File: src/rtl/alu_op_sequencer.sv
// alu_op_sequencer: queues commands for a combinational 8-bit operation unit, drives its inputs,
// waits SETTLE cycles and returns the sampled result. Optional checker enabled by ALU_SEQ_CHECK_EN.
module alu_op_sequencer #(
    parameter int W      = 8,
    parameter int SEL_W  = 2,
    parameter int OP_W   = 3,
    parameter int SETTLE = 1,
    parameter int DEPTH  = 4
) (
    input  logic             clk,
    input  logic             reset,
    input  logic             cmd_valid,
    output logic             cmd_ready,
    input  logic [W-1:0]     cmd_data,
    input  logic [SEL_W-1:0] cmd_sel,
    input  logic [OP_W-1:0]  cmd_op,
    input  logic [W-1:0]     cmd_expected,
    output logic [W-1:0]     alu_input,
    output logic [SEL_W-1:0] alu_const_sel,
    output logic [OP_W-1:0]  alu_op,
    input  logic [W-1:0]     alu_output,
    input  logic             alu_status,
    output logic             rsp_valid,
    input  logic             rsp_ready,
    output logic [W-1:0]     rsp_result,
    output logic             rsp_status,
    output logic             rsp_mismatch,
    output logic [7:0]       err_count,
    output logic             busy
);

    // state | meaning
    // IDLE  | nothing in flight, waiting for a queued command
    // DRIVE | operands held on the unit, settle counter running
    // RESP  | response held stable until the consumer takes it
    typedef enum logic [1:0] {IDLE, DRIVE, RESP} state_t;

    localparam int AW    = $clog2(DEPTH);
    localparam int CNT_W = (SETTLE > 1) ? $clog2(SETTLE) : 1;
    localparam logic [AW:0] FULL_CNT = (AW+1)'(DEPTH);
    localparam logic [CNT_W-1:0] CNT_LOAD = CNT_W'(SETTLE - 1);

    logic [W-1:0]     fifo_data_mem [DEPTH];
    logic [SEL_W-1:0] fifo_sel_mem  [DEPTH];
    logic [OP_W-1:0]  fifo_op_mem   [DEPTH];

    logic [AW-1:0] wr_ptr_q, wr_ptr_d;
    logic [AW-1:0] rd_ptr_q, rd_ptr_d;
    logic [AW:0]   count_q, count_d;
    logic          full, empty, push, pop;

    state_t           state_q, state_d;
    logic [CNT_W-1:0] cnt_q, cnt_d;
    logic [W-1:0]     alu_input_q, alu_input_d;
    logic [SEL_W-1:0] alu_sel_q, alu_sel_d;
    logic [OP_W-1:0]  alu_op_q, alu_op_d;
    logic             rsp_valid_q, rsp_valid_d;
    logic [W-1:0]     rsp_result_q, rsp_result_d;
    logic             rsp_status_q, rsp_status_d;
    logic             load, capture, handshake;

    // Count carries DEPTH+1 states so full and empty never alias.
    assign full      = (count_q == FULL_CNT);
    assign empty     = (count_q == '0);
    assign push      = cmd_valid && !full;
    assign pop       = load;
    assign cmd_ready = !full && !reset;

    always_ff @(posedge clk) begin
        if (push) begin
            fifo_data_mem[wr_ptr_q] <= cmd_data;
            fifo_sel_mem[wr_ptr_q]  <= cmd_sel;
            fifo_op_mem[wr_ptr_q]   <= cmd_op;
        end
    end

    always_comb begin
        wr_ptr_d = wr_ptr_q;
        rd_ptr_d = rd_ptr_q;
        count_d  = count_q;
        if (push) wr_ptr_d = wr_ptr_q + AW'(1);
        if (pop)  rd_ptr_d = rd_ptr_q + AW'(1);
        case ({push, pop})
            2'b10:   count_d = count_q + 1'b1;
            2'b01:   count_d = count_q - 1'b1;
            default: count_d = count_q;
        endcase
    end

    always_comb begin
        state_d      = state_q;
        cnt_d        = cnt_q;
        alu_input_d  = alu_input_q;
        alu_sel_d    = alu_sel_q;
        alu_op_d     = alu_op_q;
        rsp_valid_d  = rsp_valid_q;
        rsp_result_d = rsp_result_q;
        rsp_status_d = rsp_status_q;
        load         = 1'b0;
        capture      = 1'b0;
        handshake    = 1'b0;
        case (state_q)
            IDLE: begin
                if (!empty) begin
                    load    = 1'b1;
                    state_d = DRIVE;
                end
            end
            DRIVE: begin
                if (cnt_q != '0) begin
                    cnt_d = cnt_q - 1'b1;
                end else begin
                    capture      = 1'b1;
                    rsp_valid_d  = 1'b1;
                    rsp_result_d = alu_output;
                    rsp_status_d = alu_status;
                    state_d      = RESP;
                end
            end
            RESP: begin
                if (rsp_ready) begin
                    handshake   = 1'b1;
                    rsp_valid_d = 1'b0;
                    // Back-to-back: the next queued command starts on the handshake edge.
                    if (!empty) begin
                        load    = 1'b1;
                        state_d = DRIVE;
                    end else begin
                        state_d = IDLE;
                    end
                end
            end
            default: state_d = IDLE;
        endcase
        if (load) begin
            alu_input_d = fifo_data_mem[rd_ptr_q];
            alu_sel_d   = fifo_sel_mem[rd_ptr_q];
            alu_op_d    = fifo_op_mem[rd_ptr_q];
            cnt_d       = CNT_LOAD;
        end
    end

    always_ff @(posedge clk or posedge reset) begin
        if (reset) begin
            wr_ptr_q     <= '0;
            rd_ptr_q     <= '0;
            count_q      <= '0;
            state_q      <= IDLE;
            cnt_q        <= '0;
            alu_input_q  <= '0;
            alu_sel_q    <= '0;
            alu_op_q     <= '0;
            rsp_valid_q  <= 1'b0;
            rsp_result_q <= '0;
            rsp_status_q <= 1'b0;
        end else begin
            wr_ptr_q     <= wr_ptr_d;
            rd_ptr_q     <= rd_ptr_d;
            count_q      <= count_d;
            state_q      <= state_d;
            cnt_q        <= cnt_d;
            alu_input_q  <= alu_input_d;
            alu_sel_q    <= alu_sel_d;
            alu_op_q     <= alu_op_d;
            rsp_valid_q  <= rsp_valid_d;
            rsp_result_q <= rsp_result_d;
            rsp_status_q <= rsp_status_d;
        end
    end

    assign alu_input     = alu_input_q;
    assign alu_const_sel = alu_sel_q;
    assign alu_op        = alu_op_q;
    assign rsp_valid     = rsp_valid_q;
    assign rsp_result    = rsp_result_q;
    assign rsp_status    = rsp_status_q;
    assign busy          = (state_q != IDLE) || !empty;

`ifdef ALU_SEQ_CHECK_EN
    logic [W-1:0] fifo_exp_mem [DEPTH];
    logic [W-1:0] exp_q, exp_d;
    logic         rsp_mismatch_q, rsp_mismatch_d;
    logic [7:0]   err_count_q, err_count_d;

    always_ff @(posedge clk) begin
        if (push) fifo_exp_mem[wr_ptr_q] <= cmd_expected;
    end

    always_comb begin
        exp_d          = load ? fifo_exp_mem[rd_ptr_q] : exp_q;
        rsp_mismatch_d = capture ? (alu_output != exp_q) : rsp_mismatch_q;
        err_count_d    = err_count_q;
        if (handshake && rsp_mismatch_q && (err_count_q != 8'hFF))
            err_count_d = err_count_q + 8'd1;
    end

    always_ff @(posedge clk or posedge reset) begin
        if (reset) begin
            exp_q          <= '0;
            rsp_mismatch_q <= 1'b0;
            err_count_q    <= '0;
        end else begin
            exp_q          <= exp_d;
            rsp_mismatch_q <= rsp_mismatch_d;
            err_count_q    <= err_count_d;
        end
    end

    assign rsp_mismatch = rsp_mismatch_q;
    assign err_count    = err_count_q;
`else
    logic unused_check;
    assign unused_check = ^{cmd_expected, capture, handshake};
    assign rsp_mismatch = 1'b0;
    assign err_count    = 8'd0;
`endif

endmodule

File: config.mk
export PLATFORM = sky130hd
export DESIGN_NAME = alu_op_sequencer
export DESIGN_NICKNAME = d
export VERILOG_FILES = /design/src/rtl/alu_op_sequencer.sv
export SDC_FILE = /design/constraint.sdc
export NUM_CORES = 1
export LEC_CHECK = 0
export ABC_AREA = 1
export CORE_ASPECT_RATIO = 1.5
export CORE_UTILIZATION = 45
export DETAILED_ROUTE_END_ITERATION = 8
export MAX_ROUTING_LAYER = met4
export PLACE_DENSITY = 0.7
export SYNTH_ARGS = -nofsm -noshare
export SYNTH_HDL_FRONTEND = slang
export SYNTH_SLANG_ARGS = --single-unit
File: constraint.sdc
create_clock -name clk -period 3.8 [get_ports clk]
set_clock_uncertainty 0.1 [all_clocks]
set_input_delay 0.76 -clock clk [delete_from_list [all_inputs] [get_ports clk]]
set_output_delay 0.76 -clock clk [all_outputs]
set_load 0.005 [all_outputs]
==> impl_metrics.py, run 1 <==
metrics = {
    "outcome": {
        "outcome": "completed",
    },
    "clocking": {
        "clockBufferDepth": 2,
        "tritoncts": "yes",
        "postCtsResizedCells": 0,
        "clock_buffer_count_from_cts": 9,
        "htreeDepth": 3,
        "postCtsSetupBuffers": 0,
        "cts-hold-fix-buffers": 0,
        "clk_root_buffer_cell": "clkbuf_16",
        "clock-sinks": 84,
        "worstSkewPairLatency_ps": 340,
        "clkTransAtPathRegs_ps": 60,
    },
    "layout": {
        "number_of_nets_in_the_final_layout": 472,
        "diodes": 0,
        "finish.cell_count_without_fillers": 542,
        "p_r_area_growth_vs_syn_pct": 23.4,
        "drive_above_1_share_pct": 7.32,
        "layout.cells.most_common_list": "140 x nand2_1, 66 x inv_1, 52 x edfxtp_1, 50 x clkdlybuf4s50_1, 32 x dfrtp_1",
        "final_common_cell": "nand2_1",
    },
    "global_route": {
        "grt.overflow.total": 0,
        "grt_max_degree": 33,
        "grt_first_pass_wirelength_mm": 11.4,
        "vias_in_the_first_global_route": 2431,
        "grt_util_all_layers_pct": 18.1,
        "initial_antenna_violation_count": 0,
    },
    "power_and_ir_drop": {
        "pwr-share-seq_pct": 40.2,
        "power.combinational.fraction_pct": 35.3,
        "worst_ir_drop_vdd_uv": 445,
        "switchingPower_mw": 1.24,
        "clock_power_share_pct": 24.6,
        "p_sw_share_pct": 34.1,
        "power.internal_mw": 2.40,
        "power.density_nw_per_um2": 798,
        "p_leak_nw": 2.17,
        "total_power_mw": 3.64,
    },
    "floorplanning": {
        "floorplan.die_area_um2": 8600,
        "floorplan.die.width_um": 76.1,
        "placeableCoreArea_um2": 8010,
        "initial_utilization_pct": 46.2,
        "io_pins": 68,
        "core.rowCount": 40,
        "die-height_um": 113,
    },
    "timing": {
        "worst_hold_slack_ps": 367,
        "period_needed_ps": 2690,
        "timing.final.max_slew_violations": 0,
        "finalHoldViolations": 0,
        "timing.final.crit_share_pct": 70.9,
        "slew_headroom_pct": 33.6,
        "timing.setup.tns_ps": 0,
        "clock.fmax_mhz": 371,
        "worstMarginPinSlew_ps": 997,
        "final_critical_path_setup_slack_ps": 1110,
        "report.final.setup_viol": 0,
        "rsz0062_at_grt": "false",
    },
    "detailed_routing": {
        "ant_nets": 0,
        "route.final.wire_length_mm": 6.76,
        "drt_first_pass_iters": 4,
        "post_drt_wl_per_cell_um": 12.5,
        "vias_per_cell": 4.54,
        "num_vias": 2462,
        "post-route-drc-count": 0,
        "drt_iter0_markers": 159,
    },
    "placement": {
        "gp_routability_congestion": 0.743,
        "port_buffers": 50,
        "dp_hpwl_mm": 4.40,
        "detailedPlace.worstSlack_ps": 796,
        "place_inst": 526,
    },
    "worst_setup_path": {
        "critPathKind": "input pin to primary output",
        "crit_path_end_kind": "primary output",
        "largest_fanout_on_the_critical_path": 2,
        "cp.arrival_ps": 1830,
        "launching_element_type_of_the_critical_path": "input pin",
        "cp_data_required_time_ps": 2940,
    },
    "flow_run": {
        "cap_violations": 0,
    },
    "logic_synthesis": {
        "synth_compound_area_share_pct": 0.811,
        "synthFlopType": "edfxtp_1",
        "synth.mux.area_fraction_pct": 0,
        "fraction_of_registers_with_async_set_reset_pct": 38.1,
        "post_synth_fa_ha_maj_area_fraction_pct": 2.23,
        "synth_top_area_share_pct": 42.2,
        "synth_area_leader_cell": "edfxtp_1",
        "post_synth_and_or_nand_nor_area_fraction_pct": 20.7,
        "synth-edff-count": 52,
        "synthesis.area_um2": 3700,
        "yosysSeqAreaShare_pct": 63.8,
        "yosys_warnings": 0,
        "ys_ff_latch": 84,
        "synth_xor_area_share_pct": 0.946,
        "synthCells": 377,
        "synth_top_cells_by_area": "edfxtp_1 42%, dfrtp_1 22%, nand2_1 14%",
        "synth_top_family_by_area": "simple AND/OR/NAND/NOR gates",
        "synth.avg_cell_area_um2": 9.82,
        "synth.lib_cells_used.distinct": 26,
    },
    "hold_path": {
        "min-delay-path-class": "register to register",
    },
}
critical path, stage by stage:
cell and delay (ps):
clkdlybuf4s50_1 420, a31oi_1 140, clkdlybuf4s50_1 510
final timing paths:
kind                                                start                        end  slack, ps  cells after the start
worst max-delay path                                reset                  cmd_ready       1110                      3
worst min-delay path            rsp_result[0]$_DFFE_PP0P_  rsp_result[0]$_DFFE_PP0P_        370                      2
worst max register to register     state_q[0]$_DFFE_PP0P_     count_q[2]$_DFFE_PP0P_       1590                      9
worst min register to register  rsp_result[0]$_DFFE_PP0P_  rsp_result[0]$_DFFE_PP0P_        370                      2
max in group asynchronous                           reset   alu_input[5]$_DFFE_PP0P_       2560                      3
min in group asynchronous                           reset     count_q[0]$_DFFE_PP0P_        750                      3
cells by family (layout without fill, tap and decap cells):
kind of cell,count (synthesis),after routing
AND/OR/NAND/NOR,185,185
buffers and inverters,92,144
flip-flops,84,84
adder cells (fa/ha/maj),6,6
AO/OA/AOI/OAI,5,5
XOR/XNOR,4,4
other,1,9
cell usage after synthesis, types with 2 or more instances:
cell,instances
nand2_1,140
inv_1,66
edfxtp_1,52
dfrtp_1,32
nand3_1,31
buf_4,13
nor2_1,7
buf_2,5
ha_1,5
inv_2,4
nand2_2,4
xor2_1,3
o21ai_0,2
power groups by stage:
stage | registers, mW | clock network (mW) | logic, mW
finish | 1.46 | 0.896 | 1.29
global route | 1.50 | 0.950 | 1.47
CTS | 1.46 | 0.911 | 1.30
detailed placement | 1.48 | 0 | 1.30
global placement | 1.47 | 0 | 1.26
floorplan | 1.41 | 0 | 0.906
through the flow:
step	area [um^2]	utilization [%]
5_1_grt	4570	57.1
3_5_place_dp	4260	53.2
6_report	4570	57.1
2_1_floorplan	3730	-
4_1_cts	4570	57.1
3_3_place_gp	4260	53.2
metal layers:
metal	GRT usage (%)	wire, um	vias to the layer above
met5	-	0	-
met4	10.9	161	0
met3	3.79	263	10
met2	31.0	3600	60
met1	19.4	2740	1149
li1	-	-	1243
flip-flops by register name, indices dropped and copies added (netlist names):
name	flops
fifo_data_mem	32
fifo_op_mem	12
alu_input	8
fifo_sel_mem	8
rsp_result	8
alu_op	3
count_q	3
alu_const_sel	2
rd_ptr_q	2
state_q	2
wr_ptr_q	2
rsp_status	1
rsp_valid	1
layout make-up:
class                           count  area [um^2]
Multi-Input combinational cell    209          948
Clock inverter                      6         80.1
Timing Repair Buffer               56          546
Fill cell                         693         3440
Tap cell                          105          131
Sequential cell                    84         2360
Inverter                           72          273
Clock buffer                       10          229
(Power assumes the default switching activity.)
==> inputs of run 2 (changes only) <==
clock period = 2.5 ns   (was 3.8 ns; I/O delays follow)
==> impl_metrics.py, run 2 (synthesis results as in run 1) <==
metrics = {
    "outcome": {
        "outcome": "completed",
    },
    "worst_setup_path": {
        "critPathCapture": "busy",
        "largest_fanout_on_the_critical_path": 4,
        "critPathKind": "register to primary output",
        "launching_element_type_of_the_critical_path": "register",
        "cp_data_required_time_ps": 1900,
        "r2r-start": "count_q[1]$_DFFE_PP0P_",
        "critical-path-max-stage-delay_ps": 450,
        "setup.worst_path.start": "count_q[1]$_DFFE_PP0P_",
        "sequence_of_cells_on_the_critical_path": "inv_1, nand3_4, inv_4, nand3_1, clkdlybuf4s50_1",
        "cp.arrival_ps": 1600,
        "regToRegEndpoint": "count_q[2]$_DFFE_PP0P_",
        "ff2ff_path_depth": 9,
        "critical_path.slowest_cell": "clkdlybuf4s50_1",
        "crit_path_end_kind": "primary output",
        "regToRegSetupSlack_ps": 500,
    },
    "flow_run": {
        "cap_violations": 0,
    },
    "floorplanning": {
        "core.rowCount": 40,
        "placeableCoreArea_um2": 8010,
        "floorplan.die.width_um": 76.1,
        "die-height_um": 113,
        "floorplan.die_area_um2": 8600,
        "io_pins": 68,
        "initial_utilization_pct": 46.2,
    },
    "clocking": {
        "tritoncts": "yes",
        "postCtsSetupBuffers": 0,
        "clkTransAtPathRegs_ps": 60,
        "postCtsResizedCells": 0,
        "worstSkewPairLatency_ps": 330,
        "clock_buffer_count_from_cts": 9,
        "clockBufferDepth": 2,
        "htreeDepth": 3,
        "clock-sinks": 84,
        "clk_root_buffer_cell": "clkbuf_16",
        "cts-hold-fix-buffers": 0,
    },
    "global_route": {
        "grt_first_pass_wirelength_mm": 11.8,
        "initial_antenna_violation_count": 0,
        "grt_max_degree": 33,
        "grt_util_all_layers_pct": 18.8,
        "grt.overflow.total": 0,
        "vias_in_the_first_global_route": 2510,
    },
    "detailed_routing": {
        "ant_nets": 0,
        "post-route-drc-count": 0,
        "drt_first_pass_iters": 5,
        "vias_per_cell": 4.58,
        "route.final.wire_length_mm": 6.92,
        "num_vias": 2495,
        "post_drt_wl_per_cell_um": 12.7,
        "drt_iter0_markers": 172,
    },
    "timing": {
        "period_needed_ps": 2200,
        "clock.fmax_mhz": 454,
        "rsz0062_at_grt": "false",
        "timing.final.max_slew_violations": 0,
        "timing.setup.tns_ps": 0,
        "report.final.setup_viol": 0,
        "finalHoldViolations": 0,
        "timing.final.crit_share_pct": 88.0,
    },
    "hold_path": {
        "min-delay-path-class": "register to register",
    },
    "placement": {
        "gp_routability_congestion": 0.737,
        "place_inst": 529,
        "dp_hpwl_mm": 4.58,
        "port_buffers": 50,
    },
    "layout": {
        "reg_top3": "fifo_data_mem: 32 flops, fifo_op_mem: 12 flops",
        "final.fill_count": 693,
        "drive_above_1_share_pct": 7.95,
        "ff_latch_area_um2": 2360,
        "layout.cells.most_common_list": "140 x nand2_1, 66 x inv_1, 52 x edfxtp_1, 50 x clkdlybuf4s50_1, 32 x dfrtp_1",
        "register_containing_the_most_flip_flops_in_the_final_layout": "fifo_data_mem",
        "largest_register_ffs": 32,
        "final_common_cell": "nand2_1",
        "finish.cell_count_without_fillers": 545,
        "diodes": 0,
        "number_of_nets_in_the_final_layout": 475,
        "multi_input_comb_area_um2": 948,
        "p_r_area_growth_vs_syn_pct": 23.6,
    },
    "power_and_ir_drop": {
        "power.density_nw_per_um2": 1210,
        "worst_ir_drop_vdd_uv": 537,
        "p_leak_nw": 2.18,
    },
}
[run 2: metrics by stage]
step	total power, mW	hold slack [ps]	util (%)	instance area [um^2]	setup slack (ps)
after floorplan	3.52	350	-	3730	533
after global placement	4.20	354	53.5	4280	145
after detailed placement	4.28	359	53.5	4280	121
after CTS	5.59	372	57.1	4580	275
after global routing	5.95	396	57.1	4580	192
final	5.52	372	57.1	4580	299
[run 2: worst min path at each step]
stage | endpoint | startpoint | cells after the start
2_1_floorplan | count_q[1]$_DFFE_PP0P_ | count_q[1]$_DFFE_PP0P_ | 2
3_3_place_gp | rsp_result[1]$_DFFE_PP0P_ | rsp_result[1]$_DFFE_PP0P_ | 2
3_5_place_dp | rsp_result[5]$_DFFE_PP0P_ | rsp_result[5]$_DFFE_PP0P_ | 2
4_1_cts | rsp_result[1]$_DFFE_PP0P_ | rsp_result[1]$_DFFE_PP0P_ | 2
5_1_grt | state_q[1]$_DFFE_PP0P_ | state_q[0]$_DFFE_PP0P_ | 1
6_report | rsp_result[7]$_DFFE_PP0P_ | rsp_result[7]$_DFFE_PP0P_ | 2
[run 2: area by class of cell]
type	instances	area share, %
clock inverters	6	1.18
clock buffers	10	5.22
well taps	105	2.87
repair buffers	59	12.4
flip-flops and latches	84	51.6
multi-input cells	209	20.7
inverters	72	5.96
[run 2: layer usage]
layer / wire length, um / global-route usage (%) / up-vias
met5: 0 / - / -
met4: 110 / 10.0 / 0
met3: 317 / 5.00 / 11
met2: 3630 / 32.0 / 71
met1: 2860 / 20.1 / 1162
li1: - / - / 1251
[run 2: critical path: cells and delay by family (launching register included)]
kind	cells	cell delay, ps
simple gates	2	190
buf+inv	3	710
flops	1	380
[run 2: where the power goes]
part | switching, mW | internal, mW | total, mW
sequential | 0.181 | 1.94 | 2.12
clock | 0.503 | 0.788 | 1.29
combinational | 1.23 | 0.883 | 2.11
total | 1.91 | 3.61 | 5.52
